<file path="src/rtl/mvm_seq.sv">
// mvm_seq: loads an MxN matrix and N-vector, then drives a saturating MAC one row
// at a time and streams out each row's dot product.
`default_nettype none

module mvm_seq #(
   parameter int M = 4,
   parameter int N = 4
) (
   input  logic        clk,
   input  logic        reset,
   input  logic [11:0] s_data,
   input  logic        s_valid,
   output logic        s_ready,
   output logic [11:0] mac_a,
   output logic [11:0] mac_b,
   output logic        mac_valid,
   output logic        mac_clr,
   input  logic [23:0] mac_f,
   input  logic        mac_valid_out,
   output logic [23:0] m_data,
   output logic        m_valid,
   input  logic        m_ready
);

   localparam int DEPTH = M * N + N;
   localparam int KW    = $clog2(DEPTH);
   localparam int RW    = (M > 1) ? $clog2(M) : 1;
   localparam int JW    = (N > 1) ? $clog2(N) : 1;

   localparam logic [KW-1:0] K_LAST = KW'(DEPTH - 1);
   localparam logic [KW-1:0] X_BASE = KW'(M * N);
   localparam logic [KW-1:0] N_K    = KW'(N);
   localparam logic [RW-1:0] R_LAST = RW'(M - 1);
   localparam logic [JW-1:0] J_LAST = JW'(N - 1);

   typedef enum logic [2:0] {
      ST_LOAD   = 3'd0,
      ST_CLEAR  = 3'd1,
      ST_ISSUE  = 3'd2,
      ST_DRAIN  = 3'd3,
      ST_OUTPUT = 3'd4
   } state_t;

   state_t          state;
   logic [KW-1:0]   k;
   logic [RW-1:0]   r;
   logic [JW-1:0]   j;
   logic [JW-1:0]   p;

   // Matrix row-major at 0..M*N-1, vector at M*N..M*N+N-1: load counter is the address.
   logic [11:0]     mem [DEPTH];

   logic [JW-1:0]   col;
   logic [KW-1:0]   w_addr;
   logic [KW-1:0]   x_addr;
   logic            load_xfer;

   // Operands are registered one cycle ahead, so address the column about to be issued.
   always_comb begin
      col       = (state == ST_CLEAR) ? '0 : j + 1'b1;
      w_addr    = KW'(r) * N_K + KW'(col);
      x_addr    = X_BASE + KW'(col);
      load_xfer = s_valid & s_ready;
   end

   always_ff @(posedge clk) begin
      if (reset && load_xfer) begin
         mem[k] <= s_data;
      end
   end

   always_ff @(posedge clk) begin
      if (!reset) begin
         state     <= ST_LOAD;
         k         <= '0;
         r         <= '0;
         j         <= '0;
         p         <= '0;
         s_ready   <= 1'b0;
         mac_a     <= '0;
         mac_b     <= '0;
         mac_valid <= 1'b0;
         mac_clr   <= 1'b1;
         m_data    <= '0;
         m_valid   <= 1'b0;
      end else begin
         case (state)
            ST_LOAD: begin
               s_ready <= 1'b1;
               mac_clr <= 1'b0;
               if (load_xfer) begin
                  if (k == K_LAST) begin
                     k       <= '0;
                     r       <= '0;
                     s_ready <= 1'b0;
                     mac_clr <= 1'b1;
                     state   <= ST_CLEAR;
                  end else begin
                     k <= k + 1'b1;
                  end
               end
            end

            ST_CLEAR: begin
               mac_clr   <= 1'b0;
               j         <= '0;
               p         <= '0;
               mac_valid <= 1'b1;
               mac_a     <= mem[w_addr];
               mac_b     <= mem[x_addr];
               state     <= ST_ISSUE;
            end

            ST_ISSUE: begin
               if (mac_valid_out) begin
                  p <= p + 1'b1;
               end
               if (j == J_LAST) begin
                  mac_valid <= 1'b0;
                  mac_a     <= '0;
                  mac_b     <= '0;
                  state     <= ST_DRAIN;
               end else begin
                  j     <= j + 1'b1;
                  mac_a <= mem[w_addr];
                  mac_b <= mem[x_addr];
               end
            end

            ST_DRAIN: begin
               if (mac_valid_out) begin
                  if (p == J_LAST) begin
                     m_data  <= mac_f;
                     m_valid <= 1'b1;
                     state   <= ST_OUTPUT;
                  end else begin
                     p <= p + 1'b1;
                  end
               end
            end

            ST_OUTPUT: begin
               if (m_ready) begin
                  m_valid <= 1'b0;
                  if (r == R_LAST) begin
                     s_ready <= 1'b1;
                     state   <= ST_LOAD;
                  end else begin
                     r       <= r + 1'b1;
                     mac_clr <= 1'b1;
                     state   <= ST_CLEAR;
                  end
               end
            end

            default: begin
               state     <= ST_LOAD;
               s_ready   <= 1'b0;
               mac_valid <= 1'b0;
               mac_a     <= '0;
               mac_b     <= '0;
               mac_clr   <= 1'b1;
               m_valid   <= 1'b0;
            end
         endcase
      end
   end

endmodule

`default_nettype wire

</file>
<file path="config.mk">
export PLATFORM = sky130hd
export DESIGN_NAME = mvm_seq
export DESIGN_NICKNAME = d
export VERILOG_FILES = /design/src/rtl/mvm_seq.sv
export SDC_FILE = /design/constraint.sdc
export NUM_CORES = 1
export LEC_CHECK = 0
export ABC_AREA = 1
export CORE_ASPECT_RATIO = 0.5
export CORE_MARGIN = 2
export CORE_UTILIZATION = 40
export CTS_CLUSTER_SIZE = 10
export DETAILED_ROUTE_END_ITERATION = 10
export PLACE_DENSITY = 0.64
export SLEW_MARGIN = 25
export SYNTH_ARGS = -nofsm -noshare
export SYNTH_HDL_FRONTEND = slang
export SYNTH_SLANG_ARGS = --single-unit
</file>
<file path="constraint.sdc">
create_clock -name clk -period 3.3 [get_ports clk]
set_clock_uncertainty 0.2 [all_clocks]
set_input_delay 0.66 -clock clk [delete_from_list [all_inputs] [get_ports clk]]
set_output_delay 0.66 -clock clk [all_outputs]
set_load 0.02 [all_outputs]
</file>
==> summary.txt, run 1 <==
STA
  – Max Clk Rate: 0.343 GHz
  – Final hold slack: 0.262 ns
  – Fin crit period: 2.91 ns
  – Slew HR: 31.5%
  – Final worst slack: 0.386 ns
  – Final Hold Fails: 0
  – Tightest Pin Transition: 1.03 ns
  – Post-route clock period utilization: 88.3%
  – RSZ-0062 raised after global routing: no
  – Post-route setup TNS: 0 ns
  – Final-report setup violation count: 0
  – Fin. max-slew vios: 0

Synthesis
  – Asr flop ratio synth: 0%
  – Area contributors post-synth: edfxtp_1 (59%), dfxtp_1 (11%), nand3_1 (10%)
  – Syn Inst Count: 1,125
  – Synth warn: 0
  – Library cells used by synthesis: 29
  – Syn avg cell area: 10.9 um2
  – Count leader, synth: nand3_1
  – Post-synth EDFFs: 240
  – Mapped cell area: 12,300 um2
  – Total nets after synthesis: 1,173
  – Sequential share of the synthesized area: 69.6%
  – Synth Register Bits: 306
  – Yosys top cell area share: 58.8%
  – Cell accounting for the most synthesized area: edfxtp_1
  – Top FF cell, synth: edfxtp_1
  – Most common library cells after synthesis: nand3_1 (244), edfxtp_1 (240), nand2_1 (238)

Clock network
  – H-tree levels: 2
  – Post-CTS Setup Inserts: 0
  – Worst-Skew Late Latency: 0.54 ns
  – CTS tree: built
  – Post_cts resized: 0
  – CTS root buf: clkbuf_16
  – Max clock buf depth: 3
  – Total CTS buffers: 36
  – Cts hold-fix bufs: 0
  – Worst-path clk slew: 0.06 ns
  – CTS Sinks: 306

Run
  – # Max-Cap Violations: 0

Pwr
  – PD cells: 539 nW/um2
  – Peak VDD IR: 295 uV
  – Clock power share: 45.6%
  – Register share of total power: 52.3%
  – Gate power share: 2.1%
  – Switch Pwr: 1.63 mW
  – P_leak: 5.32 nW
  – Switch share: 20.5%
  – Int Power: 6.34 mW

Worst setup path
  – Worst Path Arrival: 3.18 ns
  – CP delay by family, top: simple AND/OR/NAND/NOR gates
  – Buf/Inv on CP: 1
  – Crit. End Element: flip-flop
  – Critical-path cell list: ha_1 -> nand2_4 -> inv_2 -> nand3_1 -> nand3_1 -> nand3_1 -> nand3_1 -> a21oi_1
  – Crit-path max FO: 46
  – Setup CP Type: reg2reg
  – Crit-path most repeated cell: nand3_1
  – Crit-path slowest cell: dfxtp_1
  – CP startpoint kind: flip-flop
  – Max stage delay on crit path: 0.65 ns
  – Required @ worst endpoint: 3.57 ns

Die
  – Row Count: 45
  – # IOs: 93
  – Core area: 30,200 um2
  – Die ar.: 32,100 um2
  – Starting Density: 40.5%
  – Die height: 128 um
  – Die W: 252 um

GRT
  – First-pass GRT wire length: 50.8 mm
  – Gr usage total: 20.8%
  – Congestion Overflow GR: 0
  – Initial antenna violation count: 0
  – Largest net degree at the start of global routing: 91
  – Vias in the first global route: 8,745

Routing
  – WL per Instance: 19.9 um
  – Initial DRT Pass Iterations: 6
  – Residual DRC: 0
  – Initial DRC Count: 1,108
  – DR vias/cell: 5.36
  – Final ANT Viol Nets: 0
  – Via count: 8,908
  – Final wirelength: 33.1 mm

Final layout
  – Layout cells sized above 1: 8.08%
  – Diode count: 0
  – Nets: 1,284
  – Area grow syn2layout: 20.6%

Placement
  – Setup WS pre-CTS: 0.452 ns
  – GPL Wtd Cong: 0.875
  – # port buffers: 92
  – Hpwl dp: 20.5 mm

Outcome
  – Status: completed

Worst hold path
  – Min-delay worst type: reg2reg
[flip-flops by register name, summed over array words and instances (netlist names)]
| signal | flops |
|---|---|
| mac_clr | 1 |
| mac_valid | 1 |
| j | 2 |
| m_data | 24 |
| p | 2 |
| m_valid | 1 |
| k | 5 |
| s_ready | 1 |
| r | 2 |
| mac_b | 12 |
| state | 3 |
| mem | 240 |
| mac_a | 12 |
[layer usage]
metal / wire length [um] / up-vias / GRT usage, % / share of wire [%]
li1: - / 4139 / - / -
met1: 14200 / 4323 / 28.5 / 43
met2: 15200 / 371 / 33.2 / 46
met3: 2750 / 75 / 4.14 / 8.3
met4: 924 / 0 / 7.00 / 2.8
met5: 0 / - / 0 / 0
[worst reg2reg max path, cell delays in order, from the launching register on]
cell and delay, ns:
dfxtp_1 0.65, ha_1 0.37, nand2_4 0.46, inv_2 0.42, nand3_1 0.26, nand3_1 0.10, nand3_1 0.18, nand3_1 0.09
a21oi_1 0.14
[stage by stage]
stage | power [mW] | utilization (%) | std cells | area, um2
floorplan | 4.27 | - | 1125 | 12300
global placement | 4.41 | 45.4 | 1597 | 13700
detailed placement | 4.42 | 45.4 | 1597 | 13700
CTS | 8.01 | 48.9 | 1662 | 14800
global route | 8.19 | 48.9 | 1662 | 14800
finish | 7.97 | 48.9 | 1662 | 14800
[power by group through the flow]
| stage | sequential, mW | combinational [mW] | clock, mW |
|---|---|---|---|
| 3_3_place_gp | 4.25 | 0.167 | 0 |
| 4_1_cts | 4.17 | 0.171 | 3.67 |
| 2_1_floorplan | 4.25 | 0.0249 | 0 |
| 6_report | 4.17 | 0.170 | 3.63 |
| 5_1_grt | 4.16 | 0.180 | 3.85 |
| 3_5_place_dp | 4.25 | 0.170 | 0 |
[layout make-up]
cell class / instances / area, um2
inverter: 44 / 165
timing repair buffer: 138 / 1280
multi-input combinational: 710 / 3240
clock buffer: 62 / 1020
fill: 2607 / 15500
tap: 399 / 499
sequential: 306 / 8530
clock inverter: 3 / 45.0
[kinds of logic after synthesis]
logic type / Yosys count / share of synthesized area, %
simple gates: 607 / 21.5
compound gates: 93 / 3.95
buf+inv: 109 / 4.03
xor+xnor: 3 / 0.214
fa+ha+maj: 7 / 0.714
flops: 306 / 69.6
[worst paths after layout]
check	from	end	slack [ns]	cells past startpoint
setup reg to reg	j[0]	mac_a[8]	0.39	8
setup / recovery	j[0]	mac_a[8]	0.39	8
hold reg to reg	mac_b[9]	mac_b[9]	0.26	2
hold / removal	mac_b[9]	mac_b[9]	0.26	2
[layout by cell type (no fill, tap or decap), types with 37 or more instances in the layout]
| master | n |
|---|---|
| a21oi_1 | 51 |
| buf_4 | 45 |
| clkbuf_16 | 37 |
| clkdlybuf4s50_1 | 92 |
| dfxtp_1 | 66 |
| edfxtp_1 | 240 |
| nand2_1 | 237 |
| nand3_1 | 244 |
| nor2_1 | 109 |
Power figures use the tool's default switching activity.
==> run 2, diff against run 1 <==
--- a/config.mk
+++ b/config.mk
@@ -9,6 +9,7 @@
 export CORE_ASPECT_RATIO = 0.5
 export CORE_MARGIN = 2
 export CORE_UTILIZATION = 40
+export CTS_BUF_LIST = sky130_fd_sc_hd__clkbuf_8 sky130_fd_sc_hd__clkbuf_16
 export CTS_CLUSTER_SIZE = 10
 export DETAILED_ROUTE_END_ITERATION = 10
 export PLACE_DENSITY = 0.64
==> run 2 against run 1 <==
  * Clock-buffer cell count down 25
  * Final cell count stayed put
  * Sequential share of layout area unchanged
  * Setup slack about the same
  * Wire length hardly changed
  * Largest cell class unchanged
  * Global-route usage did not move
  * Total power shrank 0.95%
  * Critical path depth did not move
==> summary.txt, run 2 (same netlist as run 1, synthesis figures left out) <==
Worst hold path
  – Worst hold stages: 2
  – Min-delay worst type: reg2reg

STA
  – Final Hold Fails: 0
  – Fin crit period: 2.91 ns
  – Post-route setup TNS: 0 ns
  – Post-route clock period utilization: 88.3%
  – Fin. max-slew vios: 0
  – RSZ-0062 raised after global routing: no
  – Slew HR: 31.9%
  – Tightest Pin Transition: 1.02 ns
  – Max Clk Rate: 0.343 GHz
  – Final-report setup violation count: 0

Clock network
  – Cts hold-fix bufs: 0
  – CTS Sinks: 306
  – CTS root buf: clkbuf_16
  – H-tree levels: 2
  – CTS tree: built
  – Worst-path clk slew: 0.06 ns
  – Max clock buf depth: 3
  – Total CTS buffers: 36
  – Post_cts resized: 0
  – Post-CTS Setup Inserts: 0
  – Worst-Skew Late Latency: 0.54 ns

GRT
  – Met1 GRT Util: 28.5%
  – Met2 Usage GRT: 33.2%
  – Initial antenna violation count: 0
  – Congestion Overflow GR: 0
  – GR Layer Usage met3: 4.14%
  – Gr usage total: 20.8%
  – Largest net degree at the start of global routing: 91
  – Top Usage Layer GRT: met2
  – Vias in the first global route: 8,745
  – First-pass GRT wire length: 50.8 mm

Worst setup path
  – Setup CP Type: reg2reg
  – RR Startpoint: j[0]
  – Crit-path max FO: 46
  – Crit path to: mac_a[8]
  – Crit path launch: j[0]
  – R2R setup slack: 0.39 ns
  – CP startpoint kind: flip-flop
  – Required @ worst endpoint: 3.57 ns
  – Worst Path Arrival: 3.18 ns
  – FF-to-FF path depth: 8
  – Crit. End Element: flip-flop
  – Reg-to-Reg End: mac_a[8]

Final layout
  – Most frequent cells in the layout: nand3_1 (244), edfxtp_1 (240), nand2_1 (237)
  – Layout cells sized above 1: 8.08%
  – Biggest regs: mem: 240 flops, m_data: 24 flops
  – Nets: 1,284
  – Max reg flops: 240
  – Fin area: 14,800 um2
  – Diode count: 0
  – Area grow syn2layout: 20.6%
  – Commonest non-fill, non-tap cell in the layout: nand3_1
  – Biggest register: mem

Routing
  – Final ANT Viol Nets: 0
  – Final wirelength: 33.1 mm
  – Initial DRT Pass Iterations: 5
  – DR vias/cell: 5.39
  – Via count: 8,960
  – Initial DRC Count: 1,101
  – WL per Instance: 19.9 um
  – Residual DRC: 0

Die
  – Starting Density: 40.5%
  – Die W: 252 um
  – # IOs: 93
  – Core area: 30,200 um2
  – Row Count: 45
  – Die ar.: 32,100 um2
  – Die height: 128 um

Pwr
  – Peak VDD IR: 293 uV
  – P_leak: 5.43 nW
  – PD cells: 534 nW/um2

Placement
  – Area after DPL: 13,700 um2
  – Hpwl dp: 20.5 mm
  – GPL Wtd Cong: 0.875
  – # port buffers: 92

Outcome
  – Status: completed

Run
  – # Max-Cap Violations: 0
==> run 2: cell types whose count changed in the layout (fill, tap and decap cells not counted) <==
cell      previous run  this run
clkbuf_1            25         0
inv_1               36        61
==> run 2: layout make-up <==
class	count	area [um2]
inverters	44	165
multi-input cells	710	3240
well taps	399	499
clock inverters	28	139
clock buffers	37	926
fillers	2607	15500
flip-flops and latches	306	8530
repair buffers	138	1280
==> run 2: report_power, final <==
part,switching (mW),internal (mW),total [mW]
clock network,1.52,2.03,3.55
logic,0.109,0.0619,0.170
registers,0.00471,4.16,4.17
==> run 2: per-stage QoR <==
step / hold WS (ns) / worst slack (ns) / std cells / util (%) / total power, mW
finish: 0.262 / 0.386 / 1662 / 48.9 / 7.89
global route: 0.288 / 0.191 / 1662 / 48.9 / 8.12
CTS: 0.268 / 0.417 / 1662 / 48.9 / 7.94
detailed placement: 0.259 / 0.452 / 1597 / 45.4 / 4.42
global placement: 0.256 / 0.495 / 1597 / 45.4 / 4.41
floorplan: 0.270 / 1.11 / 1125 / - / 4.27
==> run 2: how the worst min path moves through the flow <==
stage                to  startpoint  slack [ns]
6_report       mac_b[9]    mac_b[9]        0.26
5_1_grt        mac_b[1]    mac_b[1]        0.29
4_1_cts        mac_b[9]    mac_b[9]        0.27
3_5_place_dp   mac_b[9]    mac_b[9]        0.26
3_3_place_gp   mac_b[9]    mac_b[9]        0.26
2_1_floorplan      k[4]        k[4]        0.27
==> run 2: critical path, cell delays in order (launching register included) <==
cell     delay [ns]
dfxtp_1        0.65
ha_1           0.37
nand2_4        0.46
inv_2          0.40
nand3_1        0.24
nand3_1        0.10
nand3_1        0.17
nand3_1        0.09
a21oi_1        0.14
==> run 2: routing by layer <==
metal,vias up,wire length (um)
li1,4135,-
met1,4341,13900
met2,405,15200
met3,79,3000
met4,0,936
met5,-,0
==> run 3, diff against run 2 <==
==> constraint.sdc (replaced) <==
create_clock -name clk -period 3.2 [get_ports clk]
set_clock_uncertainty 0.2 [all_clocks]
set_input_delay 0.64 -clock clk [delete_from_list [all_inputs] [get_ports clk]]
set_output_delay 0.64 -clock clk [all_outputs]
set_load 0.02 [all_outputs]
==> run 3 against run 2 <==
  * First-iteration DRC count is 17% lower
  * Via count fell by 1.9%
  * Sequential share of layout area increased by 0.15 points
  * Global-route usage is 0.84 points lower
  * Setup slack gained 0.064 ns
  * Hold slack gained 0.0033 ns
  * Clock-buffer cell count decreased by 1
  * Non-clock buffer count fell by 2
  * Fmax grew 6.0%
  * Largest cell class unchanged
  * Largest power group unchanged
  * Highest routed layer unchanged
==> summary.txt, run 3 (same netlist as run 1, synthesis figures left out) <==
Outcome
  – Status: completed

Worst setup path
  – FF-to-FF path depth: 8
  – Worst Path Arrival: 2.93 ns
  – Crit-path max FO: 33
  – RR Startpoint: j[0]
  – Setup CP Type: reg2reg
  – Crit-path most repeated cell: nand3_1
  – Critical-path cell list: ha_1 -> nand2_4 -> inv_2 -> nand3_1 -> nand3_1 -> nand3_1 -> nand3_1 -> a21oi_1
  – Required @ worst endpoint: 3.38 ns
  – Max stage delay on crit path: 0.63 ns
  – Crit-path slowest cell: dfxtp_1
  – R2R setup slack: 0.45 ns
  – CP startpoint kind: flip-flop
  – Crit. End Element: flip-flop
  – Reg-to-Reg End: mac_a[9]

Placement
  – GPL Wtd Cong: 0.840
  – Hpwl dp: 19.6 mm
  – Setup WS pre-CTS: 0.415 ns
  – # port buffers: 92
  – Dpl cells: 1,595

GRT
  – Largest net degree at the start of global routing: 91
  – Congestion Overflow GR: 0
  – First-pass GRT wire length: 48.6 mm
  – Vias in the first global route: 8,521
  – Gr usage total: 19.9%
  – Initial antenna violation count: 0

Final layout
  – Final Instance Count excl. Fillers: 1,660
  – Most frequent cells in the layout: nand3_1 (244), edfxtp_1 (240), nand2_1 (237)
  – Nets: 1,282
  – Biggest register: mem
  – Commonest non-fill, non-tap cell in the layout: nand3_1
  – Diode count: 0
  – Area grow syn2layout: 20.2%
  – Biggest regs: mem: 240 flops, m_data: 24 flops
  – Layout cells sized above 1: 7.85%
  – Max reg flops: 240

Die
  – Starting Density: 40.5%
  – Core area: 30,200 um2
  – Row Count: 45
  – # IOs: 93
  – Die ar.: 32,100 um2
  – Die W: 252 um
  – Die height: 128 um

Clock network
  – Cts hold-fix bufs: 0
  – Post_cts resized: 0
  – Max clock buf depth: 3
  – CTS tree: built
  – CTS Sinks: 306
  – Total CTS buffers: 36
  – Worst-path clk slew: 0.06 ns
  – H-tree levels: 2
  – Post-CTS Setup Inserts: 0
  – CTS root buf: clkbuf_16
  – Worst-Skew Late Latency: 0.52 ns

STA
  – Tightest Pin Transition: 0.879 ns
  – Final hold slack: 0.265 ns
  – Fin crit period: 2.75 ns
  – Post-route setup TNS: 0 ns
  – Slew HR: 41.3%
  – RSZ-0062 raised after global routing: no
  – Final-report setup violation count: 0
  – Final Hold Fails: 0
  – Fin. max-slew vios: 0
  – Final worst slack: 0.451 ns
  – Post-route clock period utilization: 85.9%
  – Max Clk Rate: 0.364 GHz

Worst hold path
  – Worst hold start: mac_b[9]
  – Worst hold stages: 2
  – Min-delay worst type: reg2reg
  – Hold Crit Endpoint: mac_b[9]

Pwr
  – Peak VDD IR: 302 uV
  – PD cells: 544 nW/um2
  – P_leak: 5.41 nW

Routing
  – DR vias/cell: 5.30
  – Final wirelength: 31.4 mm
  – Initial DRT Pass Iterations: 5
  – WL per Instance: 18.9 um
  – Initial DRC Count: 918
  – Final ANT Viol Nets: 0
  – Via count: 8,792
  – Residual DRC: 0

Run
  – # Max-Cap Violations: 0
-- run 3: cell types whose count changed in the layout (fill, tap and decap cells not counted) --
| cell | before | now |
|---|---|---|
| inv_16 | 1 | 0 |
| buf_12 | 1 | 2 |
| clkinv_2 | 0 | 1 |
| clkbuf_16 | 37 | 36 |
| inv_1 | 61 | 62 |
| buf_4 | 45 | 42 |
-- run 3: how the worst max path moves through the flow --
stage,from,end,cells after the start,slack [ns]
3_3_place_gp,s_valid,mem[15][11],6,0.52
4_1_cts,j[0],mac_b[11],9,0.47
2_1_floorplan,s_valid,mem[12][0],4,1.03
6_report,j[0],mac_a[9],8,0.45
3_5_place_dp,s_valid,mem[15][4],6,0.42
5_1_grt,j[0],mac_b[7],9,0.23
-- run 3: area by class of cell --
cell class,count,area (um2)
clock buffers,36,901
clock inverters,29,128
fillers,2620,15500
inverters,44,165
multi-input cells,710,3240
flip-flops and latches,306,8530
well taps,399,499
repair buffers,136,1280
-- run 3: per-stage QoR --
| step | instance area, um2 | utilization [%] | power, mW |
|---|---|---|---|
| 2_1_floorplan | 12300 | - | 4.41 |
| 3_3_place_gp | 13700 | 45.4 | 4.55 |
| 3_5_place_dp | 13700 | 45.4 | 4.55 |
| 4_1_cts | 14700 | 48.8 | 8.08 |
| 5_1_grt | 14700 | 48.8 | 8.26 |
| 6_report | 14700 | 48.8 | 8.01 |
-- run 3: where the power goes --
part / internal, mW / total [mW] / switching, mW / leakage [nW]
logic: 0.0638 / 0.175 / 0.111 / 2.12
clock network: 2.03 / 3.54 / 1.51 / 0.597
registers: 4.29 / 4.30 / 0.00517 / 2.69
-- run 3: worst max-delay path: cells and delay by family (launching register included) --
family / cells / cell delay, ns
adders and majority gates: 1 / 0.28
buffers and inverters: 1 / 0.49
AOI/OAI and AO/OA: 1 / 0.08
DFF: 1 / 0.63
and+or+nand+nor: 5 / 0.90
-- run 3: metal layers --
metal	up-vias	routed length [um]	GRT usage (%)
li1	4140	-	-
met1	4234	13700	27.7
met2	365	14300	32.0
met3	53	2610	3.23
met4	0	841	6.97
met5	-	0	0
